==> src/rtl/roulette_pkg.sv <==
// roulette_pkg: shared types and helpers for the roulette engine.
//   state_e    : engine FSM states
//   MODE_*     : bet mode encodings on the 2-bit mode input
//   sat_add    : unsigned addition clamped to a caller-supplied maximum
package roulette_pkg;

   typedef enum logic [2:0] {
      StIdle,
      StSpin,
      StSettle,
      StResult,
      StBust
   } state_e;

   localparam logic [1:0] MODE_EXACT = 2'b00;
   localparam logic [1:0] MODE_EVEN  = 2'b01;
   localparam logic [1:0] MODE_ODD   = 2'b10;
   localparam logic [1:0] MODE_HIGH  = 2'b11;

   // 33-bit intermediate so the clamp also catches a 32-bit carry-out.
   function automatic logic [31:0] sat_add(input logic [31:0] a, input logic [31:0] b,
                                           input logic [31:0] max);
      logic [32:0] sum;
      sum = {1'b0, a} + {1'b0, b};
      return (sum > {1'b0, max}) ? max : sum[31:0];
   endfunction

endpackage

==> src/rtl/roulette_payout.sv <==
// roulette_payout: combinational bet settlement.
//   mode         : bet mode (MODE_*)
//   guess        : guessed slot, EXACT mode only
//   landed       : slot the wheel stopped on
//   bet          : stake
//   balance      : balance before settlement
//   streak       : consecutive-win count before settlement
//   win          : the bet wins
//   next_balance : balance after settlement (saturating on gains)
// Optional feature macro: ROULETTE_STREAK_EN (streak bonus of +1 on every
// win that brings the streak to a multiple of 3).
module roulette_payout import roulette_pkg::*; #(
   parameter int unsigned NUM_SLOTS  = 32,
   parameter int unsigned SLOT_W     = $clog2(NUM_SLOTS),
   parameter int unsigned BAL_W      = 8,
   parameter int unsigned BET_W      = 4,
   parameter int unsigned EXACT_MULT = 2
) (
   input  logic [1:0]        mode,
   input  logic [SLOT_W-1:0] guess,
   input  logic [SLOT_W-1:0] landed,
   input  logic [BET_W-1:0]  bet,
   input  logic [BAL_W-1:0]  balance,
   input  logic [3:0]        streak,
   output logic              win,
   output logic [BAL_W-1:0]  next_balance
);

   localparam logic [31:0] BAL_MAX = (BAL_W >= 32) ? 32'hffff_ffff : ((32'd1 << BAL_W) - 32'd1);
   localparam logic [31:0] HALF    = NUM_SLOTS / 2;

   logic        bonus;
   logic [31:0] gain;

   // Slot 0 falls out naturally: it is even but excluded, not odd, and below HALF.
   always_comb begin
      win = 1'b0;
      unique case (mode)
         MODE_EXACT: win = (landed == guess);
         MODE_EVEN:  win = !landed[0] && (landed != '0);
         MODE_ODD:   win = landed[0];
         MODE_HIGH:  win = (32'(landed) >= HALF);
         default:    win = 1'b0;
      endcase
   end

`ifdef ROULETTE_STREAK_EN
   logic [3:0] streak_inc;
   assign streak_inc = (streak == 4'd15) ? 4'd15 : streak + 4'd1;
   assign bonus      = win && ((streak_inc % 4'd3) == 4'd0);
`else
   logic unused_streak;
   assign unused_streak = ^streak;
   assign bonus         = 1'b0;
`endif

   assign gain = ((mode == MODE_EXACT) ? 32'(bet) * EXACT_MULT : 32'(bet)) + 32'(bonus);

   // Losses cannot underflow: a start with bet > balance is never accepted.
   assign next_balance = win ? BAL_W'(sat_add(32'(balance), gain, BAL_MAX))
                             : BAL_W'(32'(balance) - 32'(bet));

endmodule

==> src/rtl/roulette_engine.sv <==
// roulette_engine: spin/settle FSM with a saturating player balance.
//   Clock, reset   : rising-edge clock, synchronous active-high reset
//   start          : spin request (level-sampled in IDLE/RESULT)
//   mode, playerGuess, bet : bet description, latched on a legal start
//   randnum        : free-running random source, sampled in last SPIN cycle
//   playerBalance  : current balance
//   landed         : slot of the last settled spin
//   busy           : SPIN or SETTLE
//   result_valid   : RESULT state
//   win, lose      : outcome of the last spin
//   reject         : one-cycle pulse after an illegal start
//   bust           : BUST state (absorbing until reset)
//   streak         : consecutive wins, saturating at 15
// Optional feature macro: ROULETTE_STREAK_EN (streak tracking + bonus);
// without it streak stays 0.
module roulette_engine import roulette_pkg::*; #(
   parameter int unsigned NUM_SLOTS   = 32,
   parameter int unsigned SLOT_W      = $clog2(NUM_SLOTS),
   parameter int unsigned BAL_W       = 8,
   parameter int unsigned BET_W       = 4,
   parameter int unsigned START_BAL   = 10,
   parameter int unsigned SPIN_CYCLES = 16,
   parameter int unsigned EXACT_MULT  = 2
) (
   input  logic              Clock,
   input  logic              reset,
   input  logic              start,
   input  logic [1:0]        mode,
   input  logic [SLOT_W-1:0] playerGuess,
   input  logic [BET_W-1:0]  bet,
   input  logic [SLOT_W-1:0] randnum,
   output logic [BAL_W-1:0]  playerBalance,
   output logic [SLOT_W-1:0] landed,
   output logic              busy,
   output logic              result_valid,
   output logic              win,
   output logic              lose,
   output logic              reject,
   output logic              bust,
   output logic [3:0]        streak
);

   localparam int unsigned     CNT_W = (SPIN_CYCLES > 1) ? $clog2(SPIN_CYCLES) : 1;
   localparam logic [SLOT_W:0] NS_W  = (SLOT_W + 1)'(NUM_SLOTS);

   state_e            state_q;
   logic [CNT_W-1:0]  cnt_q;
   logic [1:0]        mode_q;
   logic [SLOT_W-1:0] guess_q;
   logic [BET_W-1:0]  bet_q;
   logic [SLOT_W-1:0] slot_q;
   logic [SLOT_W-1:0] landed_q;
   logic [BAL_W-1:0]  bal_q;
   logic              win_q;
   logic              lose_q;
   logic              reject_q;
   logic [3:0]        streak_q;

   logic              legal;
   logic              spin_last;
   logic [SLOT_W:0]   rnd_ext;
   logic [SLOT_W-1:0] slot_in;
   logic              pay_win;
   logic [BAL_W-1:0]  pay_bal;

   assign legal = (bet != '0) && (32'(bet) <= 32'(bal_q)) &&
                  !((mode == MODE_EXACT) && (32'(playerGuess) >= NUM_SLOTS));

   assign spin_last = (cnt_q == CNT_W'(SPIN_CYCLES - 1));

   // A single subtraction folds any source value into range (source < 2*NUM_SLOTS).
   assign rnd_ext = {1'b0, randnum};
   assign slot_in = (rnd_ext >= NS_W) ? SLOT_W'(rnd_ext - NS_W) : randnum;

   roulette_payout #(
      .NUM_SLOTS (NUM_SLOTS),
      .SLOT_W    (SLOT_W),
      .BAL_W     (BAL_W),
      .BET_W     (BET_W),
      .EXACT_MULT(EXACT_MULT)
   ) u_payout (
      .mode        (mode_q),
      .guess       (guess_q),
      .landed      (slot_q),
      .bet         (bet_q),
      .balance     (bal_q),
      .streak      (streak_q),
      .win         (pay_win),
      .next_balance(pay_bal)
   );

   always_ff @(posedge Clock) begin
      if (reset) begin
         state_q  <= StIdle;
         cnt_q    <= '0;
         mode_q   <= MODE_EXACT;
         guess_q  <= '0;
         bet_q    <= '0;
         slot_q   <= '0;
         landed_q <= '0;
         bal_q    <= BAL_W'(START_BAL);
         win_q    <= 1'b0;
         lose_q   <= 1'b0;
         reject_q <= 1'b0;
         streak_q <= '0;
      end else begin
         reject_q <= 1'b0;
         unique case (state_q)
            StIdle, StResult: begin
               if (start) begin
                  if (legal) begin
                     state_q <= StSpin;
                     cnt_q   <= '0;
                     mode_q  <= mode;
                     guess_q <= playerGuess;
                     bet_q   <= bet;
                  end else begin
                     reject_q <= 1'b1;
                  end
               end
            end
            StSpin: begin
               if (spin_last) begin
                  slot_q  <= slot_in;
                  state_q <= StSettle;
               end else begin
                  cnt_q <= cnt_q + 1'b1;
               end
            end
            StSettle: begin
               landed_q <= slot_q;
               bal_q    <= pay_bal;
               win_q    <= pay_win;
               lose_q   <= !pay_win;
`ifdef ROULETTE_STREAK_EN
               if (pay_win) begin
                  streak_q <= (streak_q == 4'd15) ? 4'd15 : streak_q + 4'd1;
               end else begin
                  streak_q <= 4'd0;
               end
`endif
               state_q <= (pay_bal == '0) ? StBust : StResult;
            end
            StBust:  state_q <= StBust;
            default: state_q <= StIdle;
         endcase
      end
   end

   assign playerBalance = bal_q;
   assign landed        = landed_q;
   assign busy          = (state_q == StSpin) || (state_q == StSettle);
   assign result_valid  = (state_q == StResult);
   assign bust          = (state_q == StBust);
   assign win           = win_q;
   assign lose          = lose_q;
   assign reject        = reject_q;
   assign streak        = streak_q;

endmodule

==> config.mk <==
export PLATFORM = sky130hd
export DESIGN_NAME = roulette_engine
export DESIGN_NICKNAME = d
export VERILOG_FILES = /design/src/rtl/roulette_pkg.sv /design/src/rtl/roulette_payout.sv /design/src/rtl/roulette_engine.sv
export SDC_FILE = /design/constraint.sdc
export NUM_CORES = 1
export LEC_CHECK = 0
export BUFFER_PORTS_ARGS = -buffer_cell sky130_fd_sc_hd__buf_2
export CAP_MARGIN = 20
export CORE_MARGIN = 5
export CORE_UTILIZATION = 58
export CTS_BUF_LIST = sky130_fd_sc_hd__clkbuf_16
export CTS_CLUSTER_SIZE = 40
export DETAILED_ROUTE_END_ITERATION = 12
export PLACE_DENSITY_LB_ADDON = 0.1
export SLEW_MARGIN = 20
export SYNTH_ARGS = -nofsm -noshare
export SYNTH_HDL_FRONTEND = slang
export SYNTH_SLANG_ARGS = --single-unit
==> constraint.sdc <==
create_clock -name Clock -period 6.35 [get_ports Clock]
set_clock_uncertainty 0.1 [all_clocks]
set_input_delay 0.635 -clock Clock [delete_from_list [all_inputs] [get_ports Clock]]
set_output_delay 0.635 -clock Clock [all_outputs]
set_load 0.005 [all_outputs]
==> flow_summary.json <==
{
  "synth_top_family_by_area": "simple AND/OR/NAND/NOR gates",
  "fin_nets": 369,
  "path_cells": "nor2_1 -> nand2_1 -> o21ai_0 -> inv_1 -> fa_1 -> nand3b_1 -> nand2_1 -> a21oi_1 -> nor3_1 -> a2bb2oi_1 -> o31ai_4 -> nor2_1 -> a31oi_1",
  "stdcell_count": 384,
  "grt_pass1_vias": 2096,
  "power_frac_clock_pct": 44.6,
  "ys_types": 53,
  "synth_most_common_cell": "dfxtp_1",
  "synth_top_area_cell": "dfxtp_1",
  "port_buffers": 37,
  "drive_above_1_share_pct": 15.6,
  "cts_resized": 0,
  "synth_xor_area_share_pct": 4.91,
  "cts_buffers": 5,
  "synth_ff_type": "dfxtp_1",
  "synth-compound-area-share_pct": 16.3,
  "arrival_ns": 3.18,
  "cp.required_ns": 6.40,
  "status": "completed",
  "min_period_over_period_pct": 49.3,
  "min-delay-path-class": "reg -> reg",
  "yosys-top-cells-count": "dfxtp_1 (39), nor2_1 (38), nand2_1 (32)",
  "synth_top_area_share_pct": 31.3,
  "gp_congestion": 0.861,
  "ff_latch_area_um2": 781,
  "nFillCells": 354,
  "end_kind": "register",
  "p_sw_w": 0.000169,
  "syn_area_um2": 2500,
  "dr.pass1.iters": 4,
  "cp-start-kind": "register",
  "r2r-start": "mode_q[0]$_SDFFE_PP0P_",
  "tightest_slew_ns": 0.979,
  "core_um2": 4090,
  "drt-initial-drc-count": 155,
  "die_y_um": 75.6,
  "wl_per_cell_um": 15.5,
  "grt_pass1_wl_mm": 9.97,
  "hold_slack_ns": 0.351,
  "synth-edff-count": 0,
  "cts_max_level": 2,
  "clockBufferDepth": 2,
  "comb_power_share_pct": 15.5,
  "postCtsSetupRepairBufs": 0,
  "setup_viol": 0,
  "p_per_area_nw_per_um2": 230,
  "path_delay_family": "simple AND/OR/NAND/NOR gates",
  "critical_path_class": "reg -> reg",
  "min-delay-start": "landed[1]$_SDFFE_PP0P_",
  "hold_buffers": 0,
  "p_sw_share_pct": 26.2,
  "max_slew_margin_pct": 34.2,
  "place_area_um2": 2640,
  "start_util_pct": 61.1,
  "peakVddDrop_mv": 0.139,
  "cp_max_fo": 8,
  "antenna_found_initial": 0,
  "ant_nets": 0,
  "chipWidth_um": 75.6,
  "cp_num_cells": 13,
  "final-max-slew-violation-count": 0,
  "clk_pin_slew_ns": 0.06,
  "fin_ws_ns": 3.22,
  "multi_input_area_um2": 1540,
  "clk_latency_ns": 0.29,
  "io-pin-count": 42,
  "num_vias": 2196,
  "seq_power_share_pct": 39.9,
  "grt_util_all_layers_pct": 23.0,
  "dieArea_um2": 5720,
  "yosys_register_bits": 39,
  "setup_tns_ns": 0,
  "area_growth_pct": 12.4,
  "synth-simple-area-share_pct": 24.1,
  "rr_worst_depth": 13,
  "avgSynthCellArea_um2": 8.18,
  "path_buf_inv": 1,
  "synth_area_leaders": "dfxtp_1 (31%), ha_1 (7.5%), mux2i_1 (6.8%), nor2_1 (5.7%), nand2_1 (4.8%)",
  "p_int_w": 0.000476,
  "routed_wl_mm": 5.95,
  "final_area_um2": 2810,
  "power_leakage_nw": 1.22,
  "crit_path_end": "state_q[0]$_SDFFE_PP0P_",
  "synthArstFlopShare_pct": 0,
  "place_ws_ns": 3.22,
  "period_minus_slack_ns": 3.13,
  "place.detailed.hpwl_mm": 4.38,
  "hold_viol_final": 0,
  "regToRegEndpoint": "state_q[0]$_SDFFE_PP0P_",
  "maxCapViolCount": 0,
  "ys_seq_area_share_pct": 31.3,
  "placed_cells": 376,
  "startpoint": "mode_q[0]$_SDFFE_PP0P_",
  "cts_sinks": 39,
  "slowest_delay_ns": 0.43,
  "grt_max_degree": 36,
  "num_antenna_cells": 0,
  "muxShareOfSynthArea_pct": 6.82,
  "fmax_ghz": 0.319,
  "viasPerCell": 5.72,
  "grt-ovfl-total": 0,
  "row_count": 23,
  "regToRegSetupSlack_ns": 3.22,
  "cts_root_buffer": "clkbuf_16",
  "cts_tree": "built",
  "ys.warnings.count": 0,
  "synthCells": 305,
  "remaining_drc_errors": 0,
  "synth_fa_ha_area_share_pct": 9.12,
  "cpMaxStageDelayCell": "fa_1",
  "grt_setup_unrepaired": "false"
}
==> stage by stage <==
| stage | power [W] | utilization [%] |
|---|---|---|
| 4_1_cts | 0.000648 | 68.6 |
| 3_5_place_dp | 0.000360 | 64.5 |
| 2_1_floorplan | 0.000346 | - |
| 3_3_place_gp | 0.000359 | 64.5 |
| 6_report | 0.000645 | 68.6 |
| 5_1_grt | 0.000672 | 68.6 |
==> worst min-delay path by stage <==
stage / end / depth (start not counted)
floorplan: landed[0]$_SDFFE_PP0P_ / 2
global placement: landed[3]$_SDFFE_PP0P_ / 2
detailed placement: landed[1]$_SDFFE_PP0P_ / 2
CTS: landed[1]$_SDFFE_PP0P_ / 2
global route: landed[1]$_SDFFE_PP0P_ / 2
finish: landed[1]$_SDFFE_PP0P_ / 2
==> sequential cells by signal, summed over array words and instances, names as in the netlist <==
| name | count |
|---|---|
| bet_q | 4 |
| cnt_q | 4 |
| guess_q | 5 |
| landed | 5 |
| lose | 1 |
| mode_q | 2 |
| playerBalance | 8 |
| reject | 1 |
| slot_q | 5 |
| state_q | 3 |
| win | 1 |
==> per-layer routing <==
metal | global-route usage (%) | vias to the layer above | part of all wire (%)
li1 | - | 1113 | -
met1 | 31.1 | 1014 | 46
met2 | 37.0 | 60 | 47
met3 | 3.83 | 9 | 6.2
met4 | 8.16 | 0 | 1.4
met5 | 0 | - | 0
==> area by class of cell <==
cell class / count / share of cell area (%)
Clock buffer: 5 / 4.46
Inverter: 17 / 2.27
Clock inverter: 3 / 1.56
Tap cell: 50 / 2.23
Timing Repair Buffer: 37 / 6.60
Multi-Input combinational cell: 233 / 55.0
Sequential cell: 39 / 27.8
==> cells in the final DEF (no fill, tap or decap), drive strengths merged, types with 3 or more instances in the layout <==
master	count
buf	37
a211oi	3
nand2	32
mux2i	17
ha	15
inv	17
nor2b	5
o21ai	12
nand2b	3
nor2	38
nor3	10
nand3	12
dfxtp	39
nand3b	4
xnor2	9
o311ai	4
nand4	3
a21oi	19
xor2	5
clkbuf	5
conb	4
o21a	3
and3	3
o2111ai	3
o211ai	4
nor4b	3
==> worst reg2reg max path, delay by kind of cell, from the launching register on <==
kind	cells	cell delay [ns]
flip-flops	1	0.35
AND/OR/NAND/NOR	6	1.20
buffers and inverters	1	0.10
AO/OA/AOI/OAI	5	0.82
adder cells (fa/ha/maj)	1	0.43
==> logic make-up after synthesis <==
| logic type | after synthesis |
|---|---|
| other | 1 |
| XOR/XNOR | 14 |
| adder cells (fa/ha/maj) | 17 |
| AO/OA/AOI/OAI | 59 |
| flip-flops | 39 |
| buffers and inverters | 36 |
| multiplexers | 17 |
| AND/OR/NAND/NOR | 122 |
==> power by group through the flow <==
stage / clock network (W) / logic, W / registers [W]
after floorplan: 0 / 0.0000856 / 0.000260
after global placement: 0 / 0.0000971 / 0.000262
after detailed placement: 0 / 0.0000979 / 0.000263
after CTS: 0.000292 / 0.0000991 / 0.000257
after global routing: 0.000302 / 0.000112 / 0.000258
final: 0.000288 / 0.000100 / 0.000257
No activity file was read; power rests on OpenSTA's default activity.
